<file path="config.mk">
export PLATFORM = sky130hd
export DESIGN_NAME = regfile_walker
export DESIGN_NICKNAME = d
export VERILOG_FILES = /design/src/rtl/regfile_pkg.sv /design/src/rtl/regfile_check_lane.sv /design/src/rtl/regfile_walker.sv
export SDC_FILE = /design/constraint.sdc
export NUM_CORES = 1
export LEC_CHECK = 0
export BUFFER_PORTS_ARGS = -buffer_cell sky130_fd_sc_hd__buf_2
export CAP_MARGIN = 20
export CORE_MARGIN = 10
export CORE_UTILIZATION = 30
export CTS_CLUSTER_DIAMETER = 100
export DETAILED_ROUTE_END_ITERATION = 8
export MAX_ROUTING_LAYER = met4
export PLACE_DENSITY_LB_ADDON = 0.08
export SLEW_MARGIN = 40
export SYNTH_ARGS = -nofsm -noshare
export SYNTH_HDL_FRONTEND = slang
export SYNTH_SLANG_ARGS = --single-unit
</file>
<file path="constraint.sdc">
create_clock -name Clk -period 6.1 [get_ports Clk]
set_clock_uncertainty 0.15 [all_clocks]
set_input_delay 1.22 -clock Clk [delete_from_list [all_inputs] [get_ports Clk]]
set_output_delay 1.22 -clock Clk [all_outputs]
set_load 0.005 [all_outputs]
</file>
<file path="src/rtl/regfile_pkg.sv">
// Shared sizes, FSM state codes and the readback reference function for the
// RegisterFile self-test walker.
package regfile_pkg;

  localparam int NREG = 32;
  localparam int AW   = 5;
  localparam int DW   = 64;
  localparam int XZR  = 31;

  localparam logic [1:0] ST_IDLE  = 2'd0;
  localparam logic [1:0] ST_WRITE = 2'd1;
  localparam logic [1:0] ST_READ  = 2'd2;
  localparam logic [1:0] ST_DONE  = 2'd3;

  // Value register r must read back after a fill with seed; XZR is hardwired zero.
  function automatic logic [DW-1:0] expected(input logic [DW-1:0] seed,
                                             input logic [AW-1:0] r);
    if (r == AW'(XZR)) return '0;
    return seed ^ {{(DW-AW){1'b0}}, r};
  endfunction

endpackage

</file>
<file path="src/rtl/regfile_check_lane.sv">
// One readback comparator: flags when a read bus disagrees with the value the
// addressed register should hold for the latched seed.
module regfile_check_lane
  import regfile_pkg::*;
(
  input  logic [DW-1:0] i_seed,
  input  logic [AW-1:0] i_addr,
  input  logic [DW-1:0] i_bus,
  output logic          o_mismatch
);

  assign o_mismatch = (i_bus != expected(i_seed, i_addr));

endmodule

</file>
<file path="src/rtl/regfile_walker.sv">
// Self-test sequencer: fills X0..X31 with Seed^idx, reads every register back
// through both ports two at a time, and reports pass, error count and first bad register.
module regfile_walker
  import regfile_pkg::*;
(
  input  logic          Clk,
  input  logic          Resetn,
  input  logic          Start,
  input  logic [DW-1:0] Seed,
  output logic          Busy,
  output logic          Done,
  output logic          Pass,
  output logic [5:0]    ErrCount,
  output logic [AW-1:0] FirstErrReg,
  output logic          RegWr,
  output logic [AW-1:0] RW,
  output logic [DW-1:0] BusW,
  output logic [AW-1:0] RA,
  output logic [AW-1:0] RB,
  input  logic [DW-1:0] BusA,
  input  logic [DW-1:0] BusB
);

  logic [1:0]    r_state;
  logic [AW-1:0] r_idx;
  logic [DW-1:0] r_seed;
  logic [5:0]    r_err_count;
  logic [AW-1:0] r_first_err;
  logic          r_pass;
  logic          r_done;
  logic          r_busy;
  logic          r_regwr;
  logic [AW-1:0] r_rw;
  logic [DW-1:0] r_busw;
  logic [AW-1:0] r_ra;
  logic [AW-1:0] r_rb;

  logic          w_mis_a;
  logic          w_mis_b;
  logic [AW-1:0] w_idx_next;
  logic [5:0]    w_err_next;

  assign w_idx_next = r_idx + AW'(1);
  assign w_err_next = r_err_count + 6'(w_mis_a) + 6'(w_mis_b);

  regfile_check_lane u_lane_a (
    .i_seed     (r_seed),
    .i_addr     (r_ra),
    .i_bus      (BusA),
    .o_mismatch (w_mis_a)
  );

  regfile_check_lane u_lane_b (
    .i_seed     (r_seed),
    .i_addr     (r_rb),
    .i_bus      (BusB),
    .o_mismatch (w_mis_b)
  );

  // NOTE: every register here updates with <= so all reads in this block see
  // pre-edge values; the readback compare relies on r_ra/r_rb of the current cycle.
  always_ff @(posedge Clk) begin
    if (!Resetn) begin
      r_state     <= ST_IDLE;
      r_idx       <= '0;
      r_seed      <= '0;
      r_err_count <= '0;
      r_first_err <= '0;
      r_pass      <= 1'b0;
      r_done      <= 1'b0;
      r_busy      <= 1'b0;
      r_regwr     <= 1'b0;
      r_rw        <= '0;
      r_busw      <= '0;
      r_ra        <= '0;
      r_rb        <= '0;
    end else begin
      case (r_state)
        ST_IDLE: begin
          if (Start) begin
            r_state     <= ST_WRITE;
            r_seed      <= Seed;
            r_err_count <= '0;
            r_first_err <= '0;
            r_pass      <= 1'b0;
            r_busy      <= 1'b1;
            r_regwr     <= 1'b1;
            r_idx       <= '0;
            r_rw        <= '0;
            r_busw      <= Seed;
          end
        end
        ST_WRITE: begin
          if (r_idx == AW'(NREG - 1)) begin
            r_state <= ST_READ;
            r_idx   <= '0;
            r_regwr <= 1'b0;
            r_ra    <= AW'(0);
            r_rb    <= AW'(1);
          end else begin
            r_idx  <= w_idx_next;
            r_rw   <= w_idx_next;
            r_busw <= r_seed ^ {{(DW-AW){1'b0}}, w_idx_next};
          end
        end
        ST_READ: begin
          r_err_count <= w_err_next;
          // A zero count means no earlier mismatch; port A wins a same-cycle tie.
          if (r_err_count == '0 && (w_mis_a || w_mis_b))
            r_first_err <= w_mis_a ? r_ra : r_rb;
          if (r_idx == AW'(NREG / 2 - 1)) begin
            r_state <= ST_DONE;
            r_done  <= 1'b1;
            r_pass  <= (w_err_next == '0);
          end else begin
            r_idx <= w_idx_next;
            r_ra  <= r_ra + AW'(2);
            r_rb  <= r_rb + AW'(2);
          end
        end
        ST_DONE: begin
          r_state <= ST_IDLE;
          r_done  <= 1'b0;
          r_busy  <= 1'b0;
        end
        default: r_state <= ST_IDLE;
      endcase
    end
  end

  assign Busy        = r_busy;
  assign Done        = r_done;
  assign Pass        = r_pass;
  assign ErrCount    = r_err_count;
  assign FirstErrReg = r_first_err;
  assign RegWr       = r_regwr;
  assign RW          = r_rw;
  assign BusW        = r_busw;
  assign RA          = r_ra;
  assign RB          = r_rb;

endmodule

</file>
==> metrics.cfg <==
[clock_network]
tritoncts = done
postCtsResizedCells = 0
clkSinkCount = 164
post_cts_buffers = 0
postCtsHoldBufs = 0
htree_levels = 4
cts_buffers = 17
cts_root_buffer = clkbuf_16
clkTransAtPathRegs_ns = 0.07
clk_latency_ns = 0.45
cts_max_path_buffers = 2

[worst_hold_path]
hold_path_end = BusW[1]
hp-start = BusW[1]
hold_class = reg2reg
holdPathStages = 2

[finish]
synthToLayoutAreaGrowth_pct = 23.4
final_nets = 1593
drive_gt1_frac = 0.243
post-route-util = 0.376

[timing]
period_needed_ns = 4.20
rsz0062_at_grt = false
post-route-period-util = 0.688
slew_headroom = 0.491
setup_viol = 0
setup-tns-final_ns = 0
max_freq_mhz = 238
finalMaxSlewViolations = 0
hold_violations = 0
tightest_slew_ns = 0.764

[place]
port_buffers = 287
dp_hpwl_um = 30400
gp_congestion = 0.824

[pwr]
power_density_nw_per_um2 = 403
p_leak_uw = 0.00536
vdd_drop_max_v = 0.000322
p_total_uw = 4810

[flow_run]
cap_violations = 0

[synthesis]
yosysMostFrequentCell = nand2_1
netlist_area_sq_um = 9670
yosysWarnings = 0
netlist_instances = 1173
synthArstFlopShare = 0
synthTopCellsByArea = dfxtp_1 34%, nand2_1 9.6%, xnor2_1 7.2%
synth-seq-area-share = 0.340
ys.flop_type = dfxtp_1
synth_edf_count = 0
ys_ff_latch = 164
netlist_top_cells_count = 248 x nand2_1, 164 x dfxtp_1, 80 x xnor2_1
yosys.area.top_type = dfxtp_1
synth_top_area_frac = 0.340
avgSynthCellArea_sq_um = 8.24
synth_fp_nets = 1380
ys_types = 52

[critical_path]
required_ns = 6.33
rr_endpoint = Pass
r2r_setup_slack_ns = 1.90
path_class = reg2reg
critPathArrivalTime_ns = 4.43
cp_max_fo = 31
rr_worst_depth = 16
startpoint_type = flip-flop
setup.worst_path.end_class = flip-flop
r2r_start = RB[1]

[grt]
grt.overflow.total = 0
grt_pass1_vias = 8996
grt_max_degree = 71
antenna_found_initial = 19
grt_pass1_wl_um = 57100
grt_usage = 0.199

[routing]
wire_per_inst_um = 21.6
dr.pass1.iters = 5
ant_nets = 0
viasPerCell = 4.99
wl_um = 39400
via_count = 9102
drt_iter0_drc = 433
drc = 0

[die]
core_area_sq_um = 31700
die_w_um = 200
initial_core_util = 0.305
floorplan.die_area_sq_um = 39800
die_h_um = 200
ios = 289
placementRows = 65

[run_status]
status = completed

==> cells by family (layout without fill, tap and decap cells) <==
group                      Yosys count  in the layout  synth area share
muxes                               69             69            0.0715
and+or+nand+nor                    422            422             0.201
DFF                                164            164             0.340
AOI/OAI and AO/OA                  270            270             0.213
xor gates and xnor gates           121            121             0.110
buffers and inverters              114            340            0.0493
other                                1             24          0.000388
adders and majority gates           12             12            0.0163
==> critical path, stage by stage, from the launching register on <==
cell and delay [ns]:
dfxtp_1 0.41, nand3_2 0.09, buf_4 0.37, or2_1 0.30, buf_4 0.38, a22oi_1 0.21
nor4_1 0.37, nand4_1 0.24, nor3_4 0.37, fa_1 0.25, inv_1 0.06, ha_1 0.22
xnor2_1 0.16, nand4b_1 0.12, nor2_1 0.10, nand4_1 0.11, a21boi_0 0.17
==> layout make-up <==
class / instances / area (sq um)
diodes: 23 / 57.6
clock buffers: 18 / 429
clock inverters: 14 / 154
fillers: 3373 / 19800
inverters: 10 / 37.5
multi-input cells: 895 / 5940
flip-flops and latches: 164 / 3280
well taps: 402 / 503
repair buffers: 298 / 1530
==> registers in the layout, indices dropped and copies added (netlist names) <==
signal / count
RegWr: 1
Done: 1
RA: 4
ErrCount: 6
Pass: 1
Busy: 1
r_idx: 5
r_seed: 64
r_state: 2
BusW: 64
RW: 5
RB: 5
FirstErrReg: 5
==> routing by layer <==
layer / share of wire / GRT usage / vias up
met3: 0.075 / 0.0639 / 24
met4: 0.013 / 0.0569 / 0
met2: 0.47 / 0.311 / 227
met5: 0 / - / -
met1: 0.44 / 0.240 / 4306
li1: - / - / 4545
==> through the flow <==
stage / std cells / cell area, sq um / hold slack, ns / worst slack (ns)
detailed placement: 1769 / 11300 / 0.316 / 1.40
finish: 1824 / 11900 / 0.320 / 1.90
CTS: 1801 / 11900 / 0.326 / 1.86
global placement: 1768 / 11300 / 0.310 / 1.49
global route: 1820 / 11900 / 0.363 / 1.56
floorplan: 1173 / 9670 / 0.307 / 2.57
==> where the power goes <==
group,internal (uW),switching (uW)
sequential,1390,315
clock,607,501
combinational,856,1140
total,2860,1960
==> how the worst max path moves through the flow <==
stage	start	end	slack [ns]	cells after the start
2_1_floorplan	BusB[18]	Pass	2.57	14
3_3_place_gp	BusA[38]	Pass	1.49	14
3_5_place_dp	BusA[38]	Pass	1.40	14
4_1_cts	RB[1]	Pass	1.86	16
5_1_grt	RB[1]	Pass	1.56	16
6_report	RB[1]	Pass	1.90	16
==> cells in the final DEF, fill, tap and decap left out, drive strengths merged, types with 3 or more instances in the layout <==
| cell | instances |
|---|---|
| buf | 298 |
| nand2 | 248 |
| dfxtp | 164 |
| xnor2 | 80 |
| mux2i | 68 |
| a21boi | 68 |
| o211a | 64 |
| o22ai | 58 |
| nor2 | 54 |
| xor2 | 41 |
| a22oi | 35 |
| nand3b | 27 |
| o21ai | 25 |
| diode | 23 |
| nand4 | 19 |
| nor2b | 19 |
| clkbuf | 18 |
| inv | 13 |
| nor4 | 12 |
| ha | 11 |
| and2 | 10 |
| nor3 | 8 |
| a21oi | 7 |
| and3 | 6 |
| nand3 | 6 |
| clkinv | 6 |
| nand2b | 4 |
| or3 | 3 |
| a32oi | 3 |
| clkinvlp | 3 |
| or2 | 3 |
No activity file was read; power rests on OpenSTA's default activity.
